File: config.mk
export PLATFORM = sky130hd
export DESIGN_NAME = muldiv_seq
export DESIGN_NICKNAME = d
export VERILOG_FILES = /design/src/rtl/muldiv_pkg.sv /design/src/rtl/muldiv_seq.sv
export SDC_FILE = /design/constraint.sdc
export NUM_CORES = 1
export LEC_CHECK = 0
export BUFFER_PORTS_ARGS = -buffer_cell sky130_fd_sc_hd__buf_4
export CORE_MARGIN = 2
export CORE_UTILIZATION = 40
export CTS_CLUSTER_DIAMETER = 40
export DETAILED_ROUTE_END_ITERATION = 16
export PLACE_DENSITY = 0.7
export SYNTH_ARGS = -nofsm -noshare
export SYNTH_HDL_FRONTEND = slang
export SYNTH_SLANG_ARGS = --single-unit
File: constraint.sdc
create_clock -name clk -period 2.65 [get_ports clk]
set_input_delay 0.265 -clock clk [delete_from_list [all_inputs] [get_ports clk]]
set_output_delay 0.265 -clock clk [all_outputs]
set_load 0.005 [all_outputs]
File: src/rtl/muldiv_pkg.sv
// Shared types and ALU encodings for the sequential multiply/divide unit.
package muldiv_pkg;

  typedef enum logic [1:0] {
    OP_MUL   = 2'b00,
    OP_MULHU = 2'b01,
    OP_DIVU  = 2'b10,
    OP_REMU  = 2'b11
  } op_t;

  localparam logic [2:0] ALU_ADD = 3'b010;
  localparam logic [2:0] ALU_SUB = 3'b110;

  typedef enum logic [1:0] {
    IDLE = 2'b00,
    RUN  = 2'b01,
    ZDIV = 2'b10,
    DONE = 2'b11
  } state_t;

endpackage

File: src/rtl/muldiv_seq.sv
// Multi-cycle unsigned MUL/MULHU/DIVU/REMU sequencer that borrows the shared add/sub ALU,
// performing one shift-add or restoring-divide iteration per granted cycle.
//
// state | meaning
// IDLE  | waiting for start; operands captured on acceptance
// RUN   | one iteration per cycle with alu_gnt=1; holds otherwise
// ZDIV  | divide by zero; result fixed without ALU use
// DONE  | result valid, done pulses, then back to IDLE
module muldiv_seq
  import muldiv_pkg::*;
#(
  parameter int WIDTH = 32,
  parameter int ITERS = 32
) (
  input  logic             clk,
  input  logic             reset_n,
  input  logic             start,
  input  logic [1:0]       op,
  input  logic [WIDTH-1:0] a,
  input  logic [WIDTH-1:0] b,
  output logic             busy,
  output logic             done,
  output logic [WIDTH-1:0] result,
  output logic             alu_req,
  input  logic             alu_gnt,
  output logic [WIDTH-1:0] alu_srca,
  output logic [WIDTH-1:0] alu_srcb,
  output logic [2:0]       alu_control,
  input  logic [WIDTH-1:0] alu_result
);

  localparam int CW = $clog2(ITERS);
  localparam logic [CW-1:0] LAST = CW'(ITERS - 1);

  state_t          state;
  op_t             op_q;
  logic [CW-1:0]   count;
  // hi/lo double as rem/q for divide; m holds the multiplicand or divisor
  logic [WIDTH-1:0] hi, lo, m;

  logic             is_div;
  logic [WIDTH-1:0] s, srca, srcb, hi_nx, lo_nx, res_sel;
  logic [2:0]       control;
  logic             c, brw, ok;

  always_comb begin
    is_div  = (op_q == OP_DIVU) || (op_q == OP_REMU);
    s       = {hi[WIDTH-2:0], lo[WIDTH-1]};
    srca    = '0;
    srcb    = '0;
    control = ALU_ADD;
    if (state == RUN) begin
      if (is_div) begin
        srca    = s;
        srcb    = m;
        control = ALU_SUB;
      end else begin
        srca = hi;
        srcb = lo[0] ? m : '0;
      end
    end
    // carry out of hi+srcb and borrow out of s-d, rebuilt from the ALU's 32-bit result
    c   = (hi[WIDTH-1] & srcb[WIDTH-1]) |
          ((hi[WIDTH-1] | srcb[WIDTH-1]) & ~alu_result[WIDTH-1]);
    brw = (~s[WIDTH-1] & m[WIDTH-1]) |
          (~(s[WIDTH-1] ^ m[WIDTH-1]) & alu_result[WIDTH-1]);
    ok  = hi[WIDTH-1] | ~brw;
    if (is_div) begin
      hi_nx = ok ? alu_result : s;
      lo_nx = {lo[WIDTH-2:0], ok};
    end else begin
      hi_nx = {c, alu_result[WIDTH-1:1]};
      lo_nx = {alu_result[0], lo[WIDTH-1:1]};
    end
    res_sel = ((op_q == OP_MULHU) || (op_q == OP_REMU)) ? hi_nx : lo_nx;
  end

  assign alu_req     = (state == RUN);
  assign alu_srca    = srca;
  assign alu_srcb    = srcb;
  assign alu_control = control;

  always_ff @(posedge clk or negedge reset_n) begin
    if (!reset_n) begin
      state  <= IDLE;
      op_q   <= OP_MUL;
      count  <= '0;
      hi     <= '0;
      lo     <= '0;
      m      <= '0;
      busy   <= 1'b0;
      done   <= 1'b0;
      result <= '0;
    end else begin
      done <= 1'b0;
      case (state)
        IDLE: begin
          if (start) begin
            op_q  <= op_t'(op);
            count <= '0;
            busy  <= 1'b1;
            hi    <= '0;
            if (op[1]) begin
              lo    <= a;
              m     <= b;
              state <= (b == '0) ? ZDIV : RUN;
            end else begin
              lo    <= b;
              m     <= a;
              state <= RUN;
            end
          end
        end
        RUN: begin
          if (alu_gnt) begin
            hi    <= hi_nx;
            lo    <= lo_nx;
            count <= count + 1'b1;
            if (count == LAST) begin
              state  <= DONE;
              done   <= 1'b1;
              result <= res_sel;
            end
          end
        end
        ZDIV: begin
          state  <= DONE;
          done   <= 1'b1;
          result <= (op_q == OP_DIVU) ? '1 : lo;
        end
        DONE: begin
          state <= IDLE;
          busy  <= 1'b0;
        end
        default: state <= IDLE;
      endcase
    end
  end

endmodule

==> results.py <==
metrics = {
    "run_status": {
        "status": "finished, final reports clean",
    },
    "synthesis": {
        "synthesis.nets": 977,
        "synth_seq_cells": 139,
        "ys_async_sr_fraction": 1.000,
        "avgSynthCellArea_um2": 9.766,
        "synth_cells": 867,
        "synth-seq-area-share": 0.4108,
        "yosys_warnings": 0,
        "synth_area_um2": 8467,
        "synth_cell_types": 58,
        "synth_edf_count": 0,
        "ys.flop_type": "dfrtp_1",
    },
    "sta": {
        "setup-violations-final": 0,
        "fin_crit_sh": 0.9170,
        "worstMarginPinSlew_ps": 856.5,
        "period_minus_slack_ps": 2430,
        "finalSetupTns_ps": 0,
        "rsz0062_at_grt": "no",
        "clock.fmax_mhz": 411.5,
        "slew_headroom": 0.4269,
        "slew_viol_final": 0,
        "hold_viol_final": 0,
        "skew_ps": 8.362,
        "holdWs_ps": 70.10,
    },
    "pwr": {
        "p_leak_uw": 0.005042,
        "p_per_area_nw_per_um2": 1210,
        "vdd_drop_max_uv": 701.0,
    },
    "layout": {
        "multi_input_area_um2": 4574,
        "fillers": 1929,
        "fin_area_um2": 10900,
        "ff_latch_area_um2": 3482,
        "layout_common_cells": "buf_4, dfrtp_1, nand2_1",
        "final_common_cell": "buf_4",
        "area_growth_pct": 28.79,
        "final_layout_size_suffix_gt1_frac": 0.2694,
        "final_core_util": 0.5220,
        "diodes": 0,
        "finalNetCount": 1151,
    },
    "clock_tree": {
        "cts_tree": "built",
        "cts.sink_count": 139,
        "clkLatencyLatePin_ps": 430,
        "post_cts_buffers": 0,
        "htree_levels": 4,
        "clockBufferDepth": 2,
        "cts-root-buf": "clkbuf_16",
        "clk_pin_slew_ps": 60,
        "cts_resized": 0,
        "cts_buffers": 17,
    },
    "route": {
        "detail-route-antenna-nets": 0,
        "drc": 0,
        "dr.pass1.iters": 5,
        "vias": 7535,
        "via_per_inst": 5.670,
        "wl_per_cell_um": 19.56,
        "wl_um": 25990,
        "drtIter0Drc": 558,
    },
    "run": {
        "max_cap_violations": 0,
    },
    "global_routing": {
        "grt_overflow": 0,
        "grt_max_degree": 67,
        "grt_antenna_before_repair": 0,
        "grt_usage": 0.2336,
        "grt_first_pass_wirelength_um": 40540,
        "grt_pass1_vias": 7130,
    },
    "hold_path": {
        "hp-class": "input port to flop",
    },
    "place": {
        "place_area_um2": 10270,
        "place_congestion": 0.8370,
        "hpwl_um": 19160,
        "port_buffers": 201,
    },
    "floorplanning": {
        "die-height_um": 149.5,
        "rows": 53,
        "start_util": 0.4053,
        "die_area_um2": 22350,
        "coreArea_um2": 20890,
        "fp.dieW_um": 149.5,
        "io_pins": 204,
    },
    "worst_setup_path": {
        "worstPathRequired_ps": 2380,
        "cp.buffers_inverters": 3,
        "slowest_stage": "dfrtp_1",
        "crit_path_frequent_cell": "buf_4",
        "criticalPathCategory": "flop to output port",
        "cp_top_family": "buffers and inverters",
        "worstPathArrival_ps": 2160,
        "slowest_delay_ps": 390,
        "worstSetupStartpointType": "flop",
        "endpoint_kind": "output port",
        "crit_chain": "inv_1, ha_1, o21a_1, buf_4, and2_1, buf_4",
        "critPathMaxFanout": 32,
    },
}
==> where the power goes <==
part | internal (uW) | total (uW) | switching (uW)
registers | 3080 | 4020 | 931
clock network | 1530 | 2500 | 965
logic | 3210 | 6680 | 3480
total | 7830 | 13200 | 5370
==> cell families (layout without fill, tap and decap cells) <==
logic type	count (synthesis)	after routing	synth area share
muxes	128	128	0.1516
and+or+nand+nor	277	277	0.1636
DFF	139	139	0.4108
xor gates and xnor gates	2	2	0.002069
adders and majority gates	8	8	0.01182
other	2	2	0.0008870
buffers and inverters	83	270	0.04995
AOI/OAI and AO/OA	228	228	0.2093
==> Yosys cell counts, types with 2 or more instances <==
| master | n | area share |
|---|---|---|
| dfrtp_1 | 139 | 0.41 |
| or3_1 | 2 | 0.0015 |
| a2bb2oi_1 | 7 | 0.0072 |
| o311ai_0 | 10 | 0.010 |
| o32ai_1 | 2 | 0.0021 |
| mux2_2 | 2 | 0.0027 |
| o311ai_1 | 3 | 0.0031 |
| inv_1 | 5 | 0.0022 |
| and2_1 | 36 | 0.027 |
| nand2b_1 | 2 | 0.0015 |
| nand3_1 | 5 | 0.0030 |
| mux2i_1 | 126 | 0.15 |
| clkbuf_1 | 36 | 0.016 |
| o21a_1 | 18 | 0.016 |
| nand2_1 | 135 | 0.060 |
| a221o_1 | 14 | 0.017 |
| nor4_1 | 6 | 0.0044 |
| xnor2_1 | 2 | 0.0021 |
| a22o_1 | 17 | 0.018 |
| a221oi_1 | 17 | 0.018 |
| nor3_1 | 2 | 0.0012 |
| a21oi_1 | 2 | 0.0012 |
| conb_1 | 2 | 0.00089 |
| o221ai_1 | 48 | 0.050 |
| nor2_1 | 12 | 0.0053 |
| nor2b_1 | 64 | 0.047 |
| nor4b_1 | 2 | 0.0021 |
| buf_4 | 9 | 0.0080 |
| a2bb2oi_2 | 6 | 0.011 |
| buf_2 | 25 | 0.015 |
| o21ai_0 | 71 | 0.042 |
| buf_6 | 6 | 0.0080 |
| nand4_1 | 2 | 0.0015 |
| ha_1 | 8 | 0.012 |
==> tightest hold or removal path: cells and delay by family <==
family                 cells  cell delay, ps
buffers and inverters      1              90
AOI/OAI and AO/OA          1              70
and+or+nand+nor            1              40
==> metal layers <==
layer	vias to the layer above	wire, um	global-route usage
met5	-	0	0
met1	3637	12030	0.3504
li1	3542	-	-
met4	0	174	0.04667
met2	341	11300	0.3367
met3	15	2486	0.06433
==> registers in the layout, summed over array words and instances (netlist names) <==
name and cells:
op_q 2, count 5, m 32, lo 32
done 1, hi 32, busy 1, result 32
state 2
==> metrics by stage <==
| stage | worst slack (ps) | power (uW) | cells |
|---|---|---|---|
| floorplan | 722.0 | 8088 | 867 |
| global placement | 474.7 | 10530 | 1296 |
| detailed placement | 420.9 | 10700 | 1296 |
| CTS | 225.6 | 13240 | 1329 |
| global route | 120.6 | 14120 | 1329 |
| finish | 220.0 | 13200 | 1329 |
==> area by class of cell <==
class | instances | share of cell area
clock buffers | 19 | 0.04154
clock inverters | 13 | 0.01538
inverters | 6 | 0.002065
multi-input cells | 645 | 0.4195
flip-flops and latches | 139 | 0.3193
well taps | 275 | 0.03155
repair buffers | 232 | 0.1706
==> timing repair <==
action,CTS,global route
hold buffers,1,0
endpoints found under the setup margin,0,0
endpoints found under the hold margin,53,0
==> final timing paths <==
| kind | start | to | slack, ps | cells past startpoint |
|---|---|---|---|---|
| max reg2reg | count[0]$_DFFE_PN0P_ | result[12]$_DFFE_PN0P_ | 410 | 8 |
| min reg2reg | m[22]$_DFFE_PN0P_ | m[22]$_DFFE_PN0P_ | 470 | 2 |
| min in group asynchronous | reset_n | m[17]$_DFFE_PN0P_ | 370 | 2 |
| max | state[1]$_DFFE_PN0P_ | alu_srcb[23] | 220 | 6 |
| min | op[0] | op_q[0]$_DFFE_PN0P_ | 70 | 3 |
| max in group asynchronous | reset_n | result[0]$_DFFE_PN0P_ | 1530 | 3 |
(Power assumes the default switching activity.)
